===== src/rtl/viterbi_traceback.sv =====
// Viterbi traceback: picks the best final state from the last column of
// probabilities, then walks backpointers from word T-1 down to 0 and streams tags.
module viterbi_traceback #(
  parameter int unsigned N_STATES  = 4,
  parameter int unsigned STATE_W   = 2,
  parameter int unsigned MAX_WORDS = 8,
  parameter int unsigned WORD_W    = 3,
  parameter int unsigned PROB_W    = 16,
  parameter int unsigned BP_AW     = 5
) (
  input  logic               clk,
  input  logic               reset_n,
  input  logic               start,
  input  logic [WORD_W:0]    num_words,
  output logic               prob_ren,
  output logic [STATE_W-1:0] prob_raddr,
  input  logic [PROB_W-1:0]  prob_rdata,
  output logic               bp_ren,
  output logic [BP_AW-1:0]   bp_raddr,
  input  logic [STATE_W-1:0] bp_rdata,
  output logic               tag_valid,
  input  logic               tag_ready,
  output logic [STATE_W-1:0] tag,
  output logic [WORD_W-1:0]  tag_word,
  output logic               busy,
  output logic               done
);

  typedef enum logic [2:0] {
    S_IDLE, S_SCAN, S_SCAN_LAST, S_EMIT, S_LOAD, S_DONE
  } state_t;

  state_t              r_state, w_next;
  logic [STATE_W-1:0]  r_cnt, r_cur, r_best_idx;
  logic [WORD_W-1:0]   r_idx;
  logic [WORD_W:0]     r_t;
  logic [PROB_W-1:0]   r_best;
  logic [WORD_W:0]     w_t;
  logic                w_cnt_last;

  assign w_t        = (num_words > (WORD_W+1)'(MAX_WORDS)) ? (WORD_W+1)'(MAX_WORDS) : num_words;
  assign w_cnt_last = (r_cnt == STATE_W'(N_STATES - 1));

  always_ff @(posedge clk or negedge reset_n) begin
    if (!reset_n) r_state <= S_IDLE;
    else          r_state <= w_next;
  end

  // Next state and outputs; bp_ren is issued on the EMIT handshake cycle itself.
  always_comb begin
    w_next     = r_state;
    prob_ren   = 1'b0;
    prob_raddr = '0;
    bp_ren     = 1'b0;
    bp_raddr   = '0;
    tag_valid  = 1'b0;
    tag        = '0;
    tag_word   = '0;
    busy       = 1'b1;
    done       = 1'b0;
    case (r_state)
      S_IDLE: begin
        busy = 1'b0;
        if (start) w_next = (w_t == '0) ? S_DONE : S_SCAN;
      end
      S_SCAN: begin
        prob_ren   = 1'b1;
        prob_raddr = r_cnt;
        if (w_cnt_last) w_next = S_SCAN_LAST;
      end
      S_SCAN_LAST: w_next = S_EMIT;
      S_EMIT: begin
        tag_valid = 1'b1;
        tag       = r_cur;
        tag_word  = r_idx;
        if (tag_ready) begin
          if (r_idx == '0) begin
            w_next = S_DONE;
          end else begin
            bp_ren   = 1'b1;
            bp_raddr = BP_AW'(r_idx) * BP_AW'(N_STATES) + BP_AW'(r_cur);
            w_next   = S_LOAD;
          end
        end
      end
      S_LOAD: w_next = S_EMIT;
      S_DONE: begin
        done   = 1'b1;
        w_next = S_IDLE;
      end
      default: w_next = S_IDLE;
    endcase
  end

  // Datapath: read data lags the address by one cycle, so SCAN compares entry r_cnt-1.
  always_ff @(posedge clk or negedge reset_n) begin
    if (!reset_n) begin
      r_cnt      <= '0;
      r_cur      <= '0;
      r_idx      <= '0;
      r_t        <= '0;
      r_best     <= '0;
      r_best_idx <= '0;
    end else begin
      case (r_state)
        S_IDLE: begin
          if (start) begin
            r_t   <= w_t;
            r_cnt <= '0;
          end
        end
        S_SCAN: begin
          r_cnt <= w_cnt_last ? '0 : r_cnt + STATE_W'(1);
          if (r_cnt != '0 && (r_cnt == STATE_W'(1) || prob_rdata > r_best)) begin
            r_best     <= prob_rdata;
            r_best_idx <= r_cnt - STATE_W'(1);
          end
        end
        S_SCAN_LAST: begin
          r_cur <= (prob_rdata > r_best) ? STATE_W'(N_STATES - 1) : r_best_idx;
          r_idx <= WORD_W'(r_t - (WORD_W+1)'(1));
        end
        S_LOAD: begin
          r_cur <= bp_rdata;
          r_idx <= r_idx - WORD_W'(1);
        end
        default: ;
      endcase
    end
  end

endmodule


===== config.mk =====
export PLATFORM = sky130hd
export DESIGN_NAME = viterbi_traceback
export DESIGN_NICKNAME = d
export VERILOG_FILES = /design/src/rtl/viterbi_traceback.sv
export SDC_FILE = /design/constraint.sdc
export NUM_CORES = 1
export LEC_CHECK = 0
export BUFFER_PORTS_ARGS = -buffer_cell sky130_fd_sc_hd__buf_2
export CORE_MARGIN = 2
export CORE_UTILIZATION = 51
export DETAILED_ROUTE_END_ITERATION = 10
export PLACE_DENSITY = 0.75
export SLEW_MARGIN = 20
export SYNTH_ARGS = -nofsm -noshare
export SYNTH_HDL_FRONTEND = slang
export SYNTH_SLANG_ARGS = --single-unit

===== constraint.sdc =====
create_clock -name clk -period 7.02 [get_ports clk]
set_input_delay 0 -clock clk [delete_from_list [all_inputs] [get_ports clk]]
set_output_delay 0 -clock clk [all_outputs]
set_load 0.02 [all_outputs]

**Word level (Yosys, flattened, before mapping)**

Cells that the tools add are included.

- Output and inout bits: 17
- Register bits after elaboration: 31
- Input bits: 26
- Logic and storage cells: 63

- Eq/ne operators: 10
- Reductions and logical operators: 13
- Add/subtract/negate cells: 5
- Order comparisons: 2
- Multiplexer cells: 26

Operators with widths:

| cell | count |
|---|---|
| $gt 16x16->1 | 1 |
| $mux 3 | 5 |
| $mux 5 | 3 |
| $pmux 3 s4 | 1 |
| $mux 2 | 5 |
| $mux 1 | 8 |
| $pmux 2 s2 | 2 |
| $eq 3x2->1 const B | 2 |
| $eq 3x3->1 const B | 2 |
| $logic_not 3->1 | 2 |
| $ne 2x2->1 const B | 3 |
| $pmux 3 s2 | 1 |
| $reduce_and 2->1 | 3 |
| $reduce_bool 2->1 | 3 |
| $sub 3x1->3 const B | 2 |
| $add 5x2->5 | 1 |
| $gt 4x4->1 const B | 1 |
| $logic_not 4->1 | 1 |
| $mux 4 | 1 |
| $eq 3x1->1 const B | 1 |
| $reduce_and 3->1 | 1 |
| $add 2x1->2 const B | 1 |
| $eq 2x1->1 const B | 1 |
| $eq 2x2->1 const B | 1 |
| 4 further kinds | 4 |

**Longest topological paths before layout**

Gate-level depths: netlist (run 1).

- Depth in word-level cells: 6
- Depth in mapped cells: 9
- Mapped depth without buffers: 8

**Worst setup path after synthesis (run 1)**

OpenSTA, ideal clock, no wires.

- Kind: register to register
- Start: register r_best[13]
- End: register r_best[10]
- Setup slack: 4.773 ns
- Data required time: 6.895 ns
- Cell stages (with the launch flop): 10
- Clock period less this slack: 2.247 ns
- Setup time: 0.125 ns
- Path buffers: 1
- Arrival time: 2.122 ns
- Cells stage by stage: dfrtp_1 -> inv_1 -> ha_1 -> a21oi_1 -> o21ai_0 -> nor4_1 -> a31oi_2 -> a22oi_4 -> buf_6 -> mux2_4

- Word-level cells in the longest chain between the ends: 4

RTL lines:

| what | line | source |
|---|---|---|
| start, declared | 37 | `logic [PROB_W-1:0] r_best;` |
| start signal, assigned | 115 | `r_best <= prob_rdata;` |
| $gt 16x16->1 | 114 | `if (r_cnt != '0 && (r_cnt == STATE_W'(1) \|\| prob_rdata > r_best)) begin` |
| $logic_or 1x1->1 | 114 |  |
| $logic_and 1x1->1 | 114 |  |
| $reduce_and 2->1 (no line) | - |  |

Every way passes these cells.
A chain may end at the register's enable or synchronous reset.

**Worst setup path after layout (run 1)**

- Start: register r_best[13]
- End: register r_best[4]

The elaborated chain is that of the path after synthesis.

==> flow_metrics.tcl, run 1 <==
set metrics [dict create \
    grt_use_total 0.201 \
    synth_cells 213 \
    grt_overflow_total 0 \
    finalWeightedCongestion 0.843 \
    reg2reg_slack_ns 4.35 \
    final_hold_viol_count 0 \
    final.setup_skew_ns 0.00849 \
    drt_first_iter_violations 94 \
    fp.dieW_um 67.2 \
    synth_area_in_compound_gates 0.142 \
    synth.avg_cell_area_um2 9.56 \
    seq_area_frac_synth 0.381 \
    synth_fa_ha_area_frac 0.111 \
    grt_first_pass_wirelength_um 6780 \
    synth_simple_gate_area_frac 0.170 \
    cp.required_ns 7.18 \
    max_slew_margin 0.508 \
    power_density_nw_per_um2 408 \
    die_height_um 67.2 \
    nets 317 \
    worst-endpoint-arrival_ns 2.83 \
    rows 22 \
    dp_worst_setup_slack_ns 4.36 \
    htree_levels 2 \
    synth.net_count 257 \
    hp-class "input pin to flip-flop" \
    period_share 0.380 \
    power.leakage_nw 1.31 \
    total_standard_cell_area_after_synthesis_um2 2040 \
    num_vias 1686 \
    report.final.setup_viol 0 \
    synth.area.mux_share 0.120 \
    dieArea_um2 4510 \
    drt.antenna.violating_nets 0 \
    cts_resized 0 \
    cts_tree "yes" \
    area_growth_syn_to_layout_pct 23.8 \
    most-common-layout-cells "sky130_fd_sc_hd__buf_2, sky130_fd_sc_hd__dfrtp_1, sky130_fd_sc_hd__inv_1, sky130_fd_sc_hd__nand2_1, sky130_fd_sc_hd__dlygate4sd3_1" \
    post_drt_wl_per_cell_um 13.3 \
    io_buffer_count 42 \
    grt_setup_unrepaired "no" \
    core_area_um2 3740 \
    layout.cells.most_common "sky130_fd_sc_hd__buf_2" \
    io_pins 43 \
    yosys_warnings 0 \
    post-route-util 0.673 \
    synthXorXnorAreaFrac 0.00430 \
    tritoncts.num_buffers 5 \
    vdd_drop_max_uv 244 \
    worst_slew_pin_slew_ns 0.738 \
    pin_count_of_the_biggest_net_entering_global_routing 32 \
    synth_top_family_by_area "simple AND/OR/NAND/NOR gates" \
    setup.worst_path.end_class "flip-flop" \
    initial_core_util 0.544 \
    drtPass1Iterations 4 \
    grt_pass1_vias 1619 \
    status "finished, final reports clean" \
    n_antenna_cell 0 \
    worst_skew_pair.late_latency_ns 0.28 \
    synth_seq_cells 31 \
    fin_ws_ns 4.35 \
    maxCapViolations 0 \
    post_route_cells_drive_above_1_share 0.257 \
    dpl.hpwl_um 2990 \
    worst_r2r_path_depth 8 \
    detail_route.drc_violations 0 \
    final_period_minus_worst_setup_slack_ns 2.67 \
    cts.sinks 31 \
    fillCellCount 305 \
    synth_cell_types 42 \
    critical_path.max_fanout 17 \
    achievable-frequency_mhz 375 \
    routed_via_density 5.27 \
    root_buffer "sky130_fd_sc_hd__clkbuf_8" \
    timing.setup.tns_ns 0 \
    drt_wl_total_um 4260 \
    timing.final.max_slew_violations 0 \
    clockBufferDepth 2 \
    grt_antenna_before_repair 0 \
    clkSlewWorstSetupHoldPaths_ns 0.07 \
    category_of_the_critical_setup_timing_path "flip-flop to flip-flop" \
    fin_worst_hold_slack_ns 0.00690 \
    crit_path_start_kind "flip-flop" \
    hold_path_depth 3 \
]
[stage by stage]
stage	power [mW]	area (µm²)	cells
2_1_floorplan	0.786	2040	213
3_3_place_gp	0.872	2250	294
3_5_place_dp	0.891	2250	294
4_1_cts	1.03	2520	320
5_1_grt	1.11	2520	320
6_report	1.03	2520	320
[sequential cells by signal (all words and copies together), names as in the netlist]
register    cells
r_best         16
r_idx           3
r_best_idx      2
r_t             3
r_cur           2
r_state         3
r_cnt           2
[worst max-delay path: stages (launching register included)]
cell	delay [ns]
sky130_fd_sc_hd__dfrtp_1	0.36
sky130_fd_sc_hd__inv_1	0.05
sky130_fd_sc_hd__ha_1	0.29
sky130_fd_sc_hd__a21oi_1	0.14
sky130_fd_sc_hd__o21ai_0	0.10
sky130_fd_sc_hd__nor4_1	0.33
sky130_fd_sc_hd__a31oi_2	0.22
sky130_fd_sc_hd__a22oi_4	0.65
sky130_fd_sc_hd__mux2_2	0.42
[metal layers]
layer  track usage  routed length, µm  part of all wire  vias to the layer above
met5             0                  0                 0                        -
met1         0.225               1920              0.45                      782
met2         0.368               2100              0.49                       41
met3        0.0533                198             0.046                        5
li1              -                  -                 -                      858
met4        0.0663                 49             0.011                        0
[cells in the mapped netlist (all sizes together)]
| cell type | instances | area share |
|---|---|---|
| a21o | 2 | 0.0074 |
| or3 | 2 | 0.0061 |
| a21oi | 12 | 0.030 |
| nand4 | 2 | 0.0092 |
| o311ai | 1 | 0.0043 |
| o221ai | 1 | 0.0043 |
| clkbuf | 5 | 0.0092 |
| and2 | 5 | 0.017 |
| o2bb2ai | 1 | 0.0043 |
| clkinv | 1 | 0.0018 |
| nand2 | 20 | 0.037 |
| nand2b | 6 | 0.018 |
| nor2 | 12 | 0.023 |
| a22oi | 1 | 0.010 |
| o211ai | 1 | 0.0037 |
| nor2b | 1 | 0.0031 |
| nor3 | 5 | 0.012 |
| inv | 22 | 0.042 |
| o22a | 1 | 0.0043 |
| nand3 | 3 | 0.0074 |
| o31ai | 3 | 0.011 |
| nor4 | 3 | 0.012 |
| ha | 18 | 0.11 |
| mux2 | 16 | 0.11 |
| o22ai | 3 | 0.0092 |
| dfrtp | 31 | 0.38 |
| and3 | 8 | 0.025 |
| a31oi | 3 | 0.012 |
| xnor2 | 1 | 0.0043 |
| o21ai | 15 | 0.037 |
| mux2i | 3 | 0.015 |
| buf | 4 | 0.019 |
| a32oi | 1 | 0.0043 |
[report_power, final]
group          internal [mW]  switching (mW)  leakage [nW]
combinational          0.260           0.281         0.904
clock                 0.0659          0.0629        0.0371
sequential             0.269          0.0889         0.372
[cell families (layout without fill, tap and decap cells)]
logic type	after synthesis	count (layout)
adders and majority gates	18	18
DFF	31	31
AOI/OAI and AO/OA	45	45
xor gates and xnor gates	1	1
muxes	19	19
and+or+nand+nor	67	67
buffers and inverters	32	91
[layout make-up]
type / count / area (µm²) / area share
inverter: 23 / 88.8 / 0.0352
tap: 48 / 60.1 / 0.0238
multi-input combinational: 150 / 1110 / 0.442
timing repair buffer: 62 / 410 / 0.163
sequential: 31 / 776 / 0.308
clock buffer: 6 / 72.6 / 0.0288
[worst paths after layout]
path / from / to
min: num_words[3] / r_t[1]
min in group asynchronous: reset_n / r_t[1]
max: r_best[13] / r_best[4]
max reg2reg: r_best[13] / r_best[4]
max in group asynchronous: reset_n / r_cnt[0]
min reg2reg: r_t[1] / r_t[1]
[what timing repair did]
action	CTS	global route
hold endpoints to repair	50	0
setup buffers	0	0
setup endpoints to repair	0	0
hold buffers	20	0
(Power assumes the default switching activity.)
==> run 2, diff against run 1 <==
Settings changed: CORE_UTILIZATION 51 to 49, PLACE_DENSITY 0.75 to 0.76.
Clock period 7.02 ns to 2.15 ns, I/O delays scaled along.
==> flow_metrics.tcl, run 2 (synthesis gave the netlist of run 1 again) <==
set metrics [dict create \
    status "complete, but fails checks" \
    violations "negative setup slack" \
    grt_max_usage_layer "met2" \
    reg2reg_slack_ns -0.1 \
    crit_path_start_kind "flip-flop" \
    vdd_drop_max_uv 898 \
    multi_input_area_um2 1280 \
    max_slew_margin 0.549 \
    dp_cells 304 \
    fillCellCount 292 \
    n_antenna_cell 0 \
    htree_levels 2 \
    globalRouteMet2Util 0.368 \
    timing.setup.tns_ns -1.31 \
    hold_path_depth 3 \
    worst_skew_pair.late_latency_ns 0.28 \
    post_layout_nonfiller_instances 333 \
    clockBufferDepth 2 \
    maxCapViolations 0 \
    dieArea_um2 4690 \
    grt_first_pass_wirelength_um 7870 \
    seq_power_share 0.285 \
    grt_antenna_before_repair 0 \
    regMostFlops "r_best" \
    initial_core_util 0.509 \
    post_route_cells_drive_above_1_share 0.350 \
    worst_r2r_endpoint "r_best[15]" \
    most-common-layout-cells "sky130_fd_sc_hd__buf_2, sky130_fd_sc_hd__dfrtp_1, sky130_fd_sc_hd__dlygate4sd3_1, sky130_fd_sc_hd__nand2_1, sky130_fd_sc_hd__inv_1" \
    swShare 0.418 \
    power.leakage_nw 1.41 \
    drt_first_iter_violations 142 \
    post_drt_wl_per_cell_um 15.0 \
    area_growth_syn_to_layout_pct 36.9 \
    finalWeightedCongestion 0.801 \
    worst-endpoint-arrival_ns 2.41 \
    fin_worst_hold_slack_ns 0.0191 \
    rows 23 \
    pin_count_of_the_biggest_net_entering_global_routing 32 \
    register_area_um2 776 \
    routed_via_density 5.38 \
    dp_worst_setup_slack_ns -0.0781 \
    period_share 1.04 \
    cts_tree "yes" \
    timing.final.max_slew_violations 0 \
    final.setup_skew_ns 0.00843 \
    io_buffer_count 42 \
    p_clk_frac 0.113 \
    worst_r2r_path_depth 9 \
    grt_setup_unrepaired "yes" \
    die_height_um 68.5 \
    hold_path.startpoint "num_words[3]" \
    drt_wl_total_um 5000 \
    final_period_minus_worst_setup_slack_ns 2.25 \
    drtPass1Iterations 4 \
    setup.worst_path.end_class "flip-flop" \
    final_hold_viol_count 0 \
    power_switching_mw 1.63 \
    nets 326 \
    fp.dieW_um 68.5 \
    detail_route.drc_violations 0 \
    cp.required_ns 2.32 \
    grt_pass1_vias 1729 \
    clkSlewWorstSetupHoldPaths_ns 0.07 \
    hp-class "input pin to flip-flop" \
    power_density_nw_per_um2 1400 \
    report.final.setup_viol 17 \
    end_point_of_the_most_critical_hold_path "r_t[2]" \
    largest_register_ff_count 16 \
    cts.sinks 31 \
    core_area_um2 4000 \
    critical_path.max_fanout 11 \
    int_pwr_mw 2.27 \
    grt_use_total 0.230 \
    achievable-frequency_mhz 445 \
    tritoncts.num_buffers 5 \
    rr_startpoint "r_best[15]" \
    global_route.usage.met1 0.291 \
    drt.antenna.violating_nets 0 \
    dpl.hpwl_um 3180 \
    gr-usage-met3 0.0592 \
    num_vias 1793 \
    fin_ws_ns -0.0961 \
    worst_slew_pin_slew_ns 0.676 \
    layout.cells.most_common "sky130_fd_sc_hd__buf_2" \
    combinationalPowerShare 0.603 \
    category_of_the_critical_setup_timing_path "flip-flop to flip-flop" \
    grt_overflow_total 0 \
    root_buffer "sky130_fd_sc_hd__clkbuf_8" \
    io_pins 43 \
]
==> run 2: power groups by stage <==
stage / clock network [mW] / logic, mW / registers, mW
6_report: 0.439 / 2.35 / 1.11
5_1_grt: 0.476 / 2.59 / 1.15
4_1_cts: 0.454 / 2.17 / 1.10
3_5_place_dp: 0 / 2.00 / 1.10
3_3_place_gp: 0 / 1.94 / 1.08
2_1_floorplan: 0 / 1.58 / 1.03
==> run 2: per-layer routing <==
metal	share of wire	wire, µm
met4	0.021	107
met3	0.053	265
met2	0.48	2410
met5	0	0
met1	0.44	2220
==> run 2: repair_timing <==
item,CTS,global route
buffers inserted,1,0
setup endpoints to repair,16,18
endpoints found under the hold margin,50,0
gates resized for setup,13,12
pin swaps,1,2
hold buffers,20,0
==> run 2: layout make-up <==
class	instances	share of cell area
Multi-Input combinational cell	150	0.461
Sequential cell	31	0.278
Timing Repair Buffer	71	0.177
Inverter	23	0.0319
Clock buffer	7	0.0274
Tap cell	50	0.0225
Clock inverter	1	0.00180
==> run 2: critical path, cell delays in order, from the launching register on <==
cell and delay (ns):
sky130_fd_sc_hd__dfrtp_1 0.38, sky130_fd_sc_hd__inv_1 0.09, sky130_fd_sc_hd__ha_4 0.29, sky130_fd_sc_hd__nand4_4 0.11, sky130_fd_sc_hd__nor4_4 0.33, sky130_fd_sc_hd__and2_4 0.20
sky130_fd_sc_hd__a31oi_2 0.05, sky130_fd_sc_hd__a22oi_4 0.19, sky130_fd_sc_hd__buf_12 0.18, sky130_fd_sc_hd__mux2_4 0.32
==> run 2: metrics by stage <==
stage / utilization / power (mW) / area [µm²]
after detailed placement: 0.588 / 3.10 / 2350
final: 0.697 / 3.90 / 2790
after CTS: 0.681 / 3.72 / 2720
after global placement: 0.588 / 3.02 / 2350
after global routing: 0.697 / 4.22 / 2790
after floorplan: - / 2.61 / 2060
==> run 2: worst max path at each step <==
stage | slack (ns) | startpoint | endpoint
2_1_floorplan | -0.01 | r_best[13] | r_best[10]
3_3_place_gp | -0.01 | r_best[11] | r_best[4]
3_5_place_dp | -0.08 | r_best[9] | r_best[1]
4_1_cts | -0.02 | r_best[13] | r_best[6]
5_1_grt | -0.19 | r_best[12] | r_best[15]
6_report | -0.1 | r_best[15] | r_best[15]
==> run 3, diff against run 2 <==
Settings changed: CELL_PAD_IN_SITES_DETAIL_PLACEMENT set to 0, CELL_PAD_IN_SITES_GLOBAL_PLACEMENT set to 1, CORE_UTILIZATION 49 to 37, PLACE_DENSITY 0.76 to not set, PLACE_DENSITY_LB_ADDON set to 0.1.
==> flow_metrics.tcl, run 3 (synthesis gave the netlist of run 1 again) <==
set metrics [dict create \
    dieArea_um2 6110 \
    worst_skew_pair.late_latency_ns 0.28 \
    drt_first_iter_violations 71 \
    io_buffer_count 42 \
    vdd_drop_max_uv 643 \
    regMostFlops "r_best" \
    detail_route.drc_violations 0 \
    worst_setup_path_startpoint "r_best[5]" \
    timing.setup.tns_ns -0.938 \
    clkSlewWorstSetupHoldPaths_ns 0.07 \
    final_hold_viol_count 0 \
    worst-endpoint-arrival_ns 2.40 \
    fillCellCount 528 \
    final_period_minus_worst_setup_slack_ns 2.24 \
    combinationalPowerShare 0.604 \
    grt_use_total 0.158 \
    final.setup_skew_ns 0.00399 \
    globalRouteMet2Util 0.257 \
    violations "negative setup slack" \
    rows 27 \
    grt_first_pass_wirelength_um 7660 \
    dp_cells 328 \
    post_layout_nonfiller_instances 360 \
    dp_worst_setup_slack_ns -0.102 \
    achievable-frequency_mhz 447 \
    htree_levels 2 \
    clockBufferDepth 2 \
    period_share 1.04 \
    worst_slew_pin_slew_ns 0.731 \
    grt_antenna_before_repair 0 \
    cts.sinks 31 \
    most-common-layout-cells "sky130_fd_sc_hd__buf_2, sky130_fd_sc_hd__dfrtp_1, sky130_fd_sc_hd__inv_1, sky130_fd_sc_hd__nand2_1, sky130_fd_sc_hd__dlygate4sd3_1" \
    multi_input_area_um2 1290 \
    tritoncts.num_buffers 5 \
    cp.required_ns 2.32 \
    int_pwr_mw 2.46 \
    drt_wl_total_um 4700 \
    fin_worst_hold_slack_ns 0.00413 \
    routed_via_density 4.85 \
    status "complete, but fails checks" \
    core_area_um2 5410 \
    power_switching_mw 1.61 \
    seq_power_share 0.271 \
    post_route_cells_drive_above_1_share 0.365 \
    setup.worst_path.end_class "flip-flop" \
    grt_setup_unrepaired "yes" \
    finalWeightedCongestion 0.732 \
    maxCapViolations 0 \
    global_route.usage.met1 0.209 \
    p_clk_frac 0.125 \
    grt_max_usage_layer "met2" \
    drt.antenna.violating_nets 0 \
    report.final.setup_viol 16 \
    rr_startpoint "r_best[5]" \
    power.leakage_nw 1.47 \
    hp-class "input pin to flip-flop" \
    io_pins 43 \
    initial_core_util 0.377 \
    drtPass1Iterations 4 \
    gr-usage-met3 0.0402 \
    die_height_um 78.2 \
    num_vias 1747 \
    cts_tree "yes" \
    pin_count_of_the_biggest_net_entering_global_routing 32 \
    nets 331 \
    critical_path.max_fanout 5 \
    power_density_nw_per_um2 1400 \
    grt_pass1_vias 1644 \
    area_growth_syn_to_layout_pct 42.8 \
    register_area_um2 776 \
    largest_register_ff_count 16 \
    n_antenna_cell 0 \
    fp.dieW_um 78.2 \
    root_buffer "sky130_fd_sc_hd__clkbuf_8" \
    total_power_mw 4.07 \
    swShare 0.396 \
    max_slew_margin 0.513 \
    dpl.hpwl_um 3190 \
    hold_path.startpoint "num_words[3]" \
    post_drt_wl_per_cell_um 13.1 \
    layout.cells.most_common "sky130_fd_sc_hd__buf_2" \
    category_of_the_critical_setup_timing_path "flip-flop to flip-flop" \
    fin_ws_ns -0.0867 \
    timing.final.max_slew_violations 0 \
    grt_overflow_total 0 \
    crit_path_start_kind "flip-flop" \
]
[run 3: changes by cell type in the layout (fill, tap and decap cells not counted), sizes merged]
cell / previous run / this run
dlygate4sd3: 20 / 19
clkinv: 2 / 1
clkbuf: 7 / 9
buf: 51 / 56
[run 3: power by group through the flow]
stage / combinational [mW] / sequential (mW) / clock (mW)
finish: 2.46 / 1.10 / 0.510
global route: 2.72 / 1.16 / 0.552
CTS: 2.15 / 1.10 / 0.527
detailed placement: 2.06 / 1.10 / 0
global placement: 2.05 / 1.10 / 0
floorplan: 1.58 / 1.03 / 0
[run 3: layout make-up]
cell class                 instances  share of cell area
clock buffer                       8              0.0344
inverter                          23              0.0306
multi-input combinational        150               0.445
sequential                        31               0.267
tap                               72              0.0310
timing repair buffer              76               0.192
[run 3: metal layers]
metal | up-vias | wire, µm | share of wire
met5 | - | 0 | 0
met4 | 0 | 50 | 0.011
met2 | 32 | 2220 | 0.47
met1 | 815 | 2210 | 0.47
li1 | 893 | - | -
met3 | 7 | 213 | 0.045
[run 3: timing repair]
| action | CTS | global route |
|---|---|---|
| buffers inserted | 0 | 4 |
| hold buffers | 19 | 0 |
| gates resized for setup | 4 | 23 |
| endpoints found under the hold margin | 49 | 0 |
| gates cloned | 0 | 1 |
| pin swaps | 1 | 4 |
| setup endpoints to repair | 16 | 20 |
[run 3: metrics by stage]
stage	utilization	instance area [µm²]
4_1_cts	0.506	2740
3_3_place_gp	0.445	2410
6_report	0.538	2910
2_1_floorplan	-	2060
3_5_place_dp	0.445	2410
5_1_grt	0.538	2910
[run 3: worst paths after layout]
check | end | slack [ns] | cells after the start
worst max register to register | r_best[9] | -0.09 | 9
worst min-delay path | r_t[1] | 0.004 | 3
min in group asynchronous | r_best[7] | 0.32 | 2
max in group asynchronous | r_idx[0] | 1.37 | 2
worst min register to register | r_t[1] | 0.48 | 2
worst max-delay path | r_best[9] | -0.09 | 9
[run 3: critical path: stages (launching register included)]
cell and delay [ns]:
sky130_fd_sc_hd__dfrtp_1 0.36, sky130_fd_sc_hd__inv_1 0.07, sky130_fd_sc_hd__ha_4 0.27, sky130_fd_sc_hd__nand4_1 0.13
sky130_fd_sc_hd__nor4_4 0.29, sky130_fd_sc_hd__and2_4 0.18, sky130_fd_sc_hd__a31oi_2 0.05, sky130_fd_sc_hd__a22oi_4 0.26
sky130_fd_sc_hd__clkbuf_16 0.22, sky130_fd_sc_hd__mux2_4 0.29
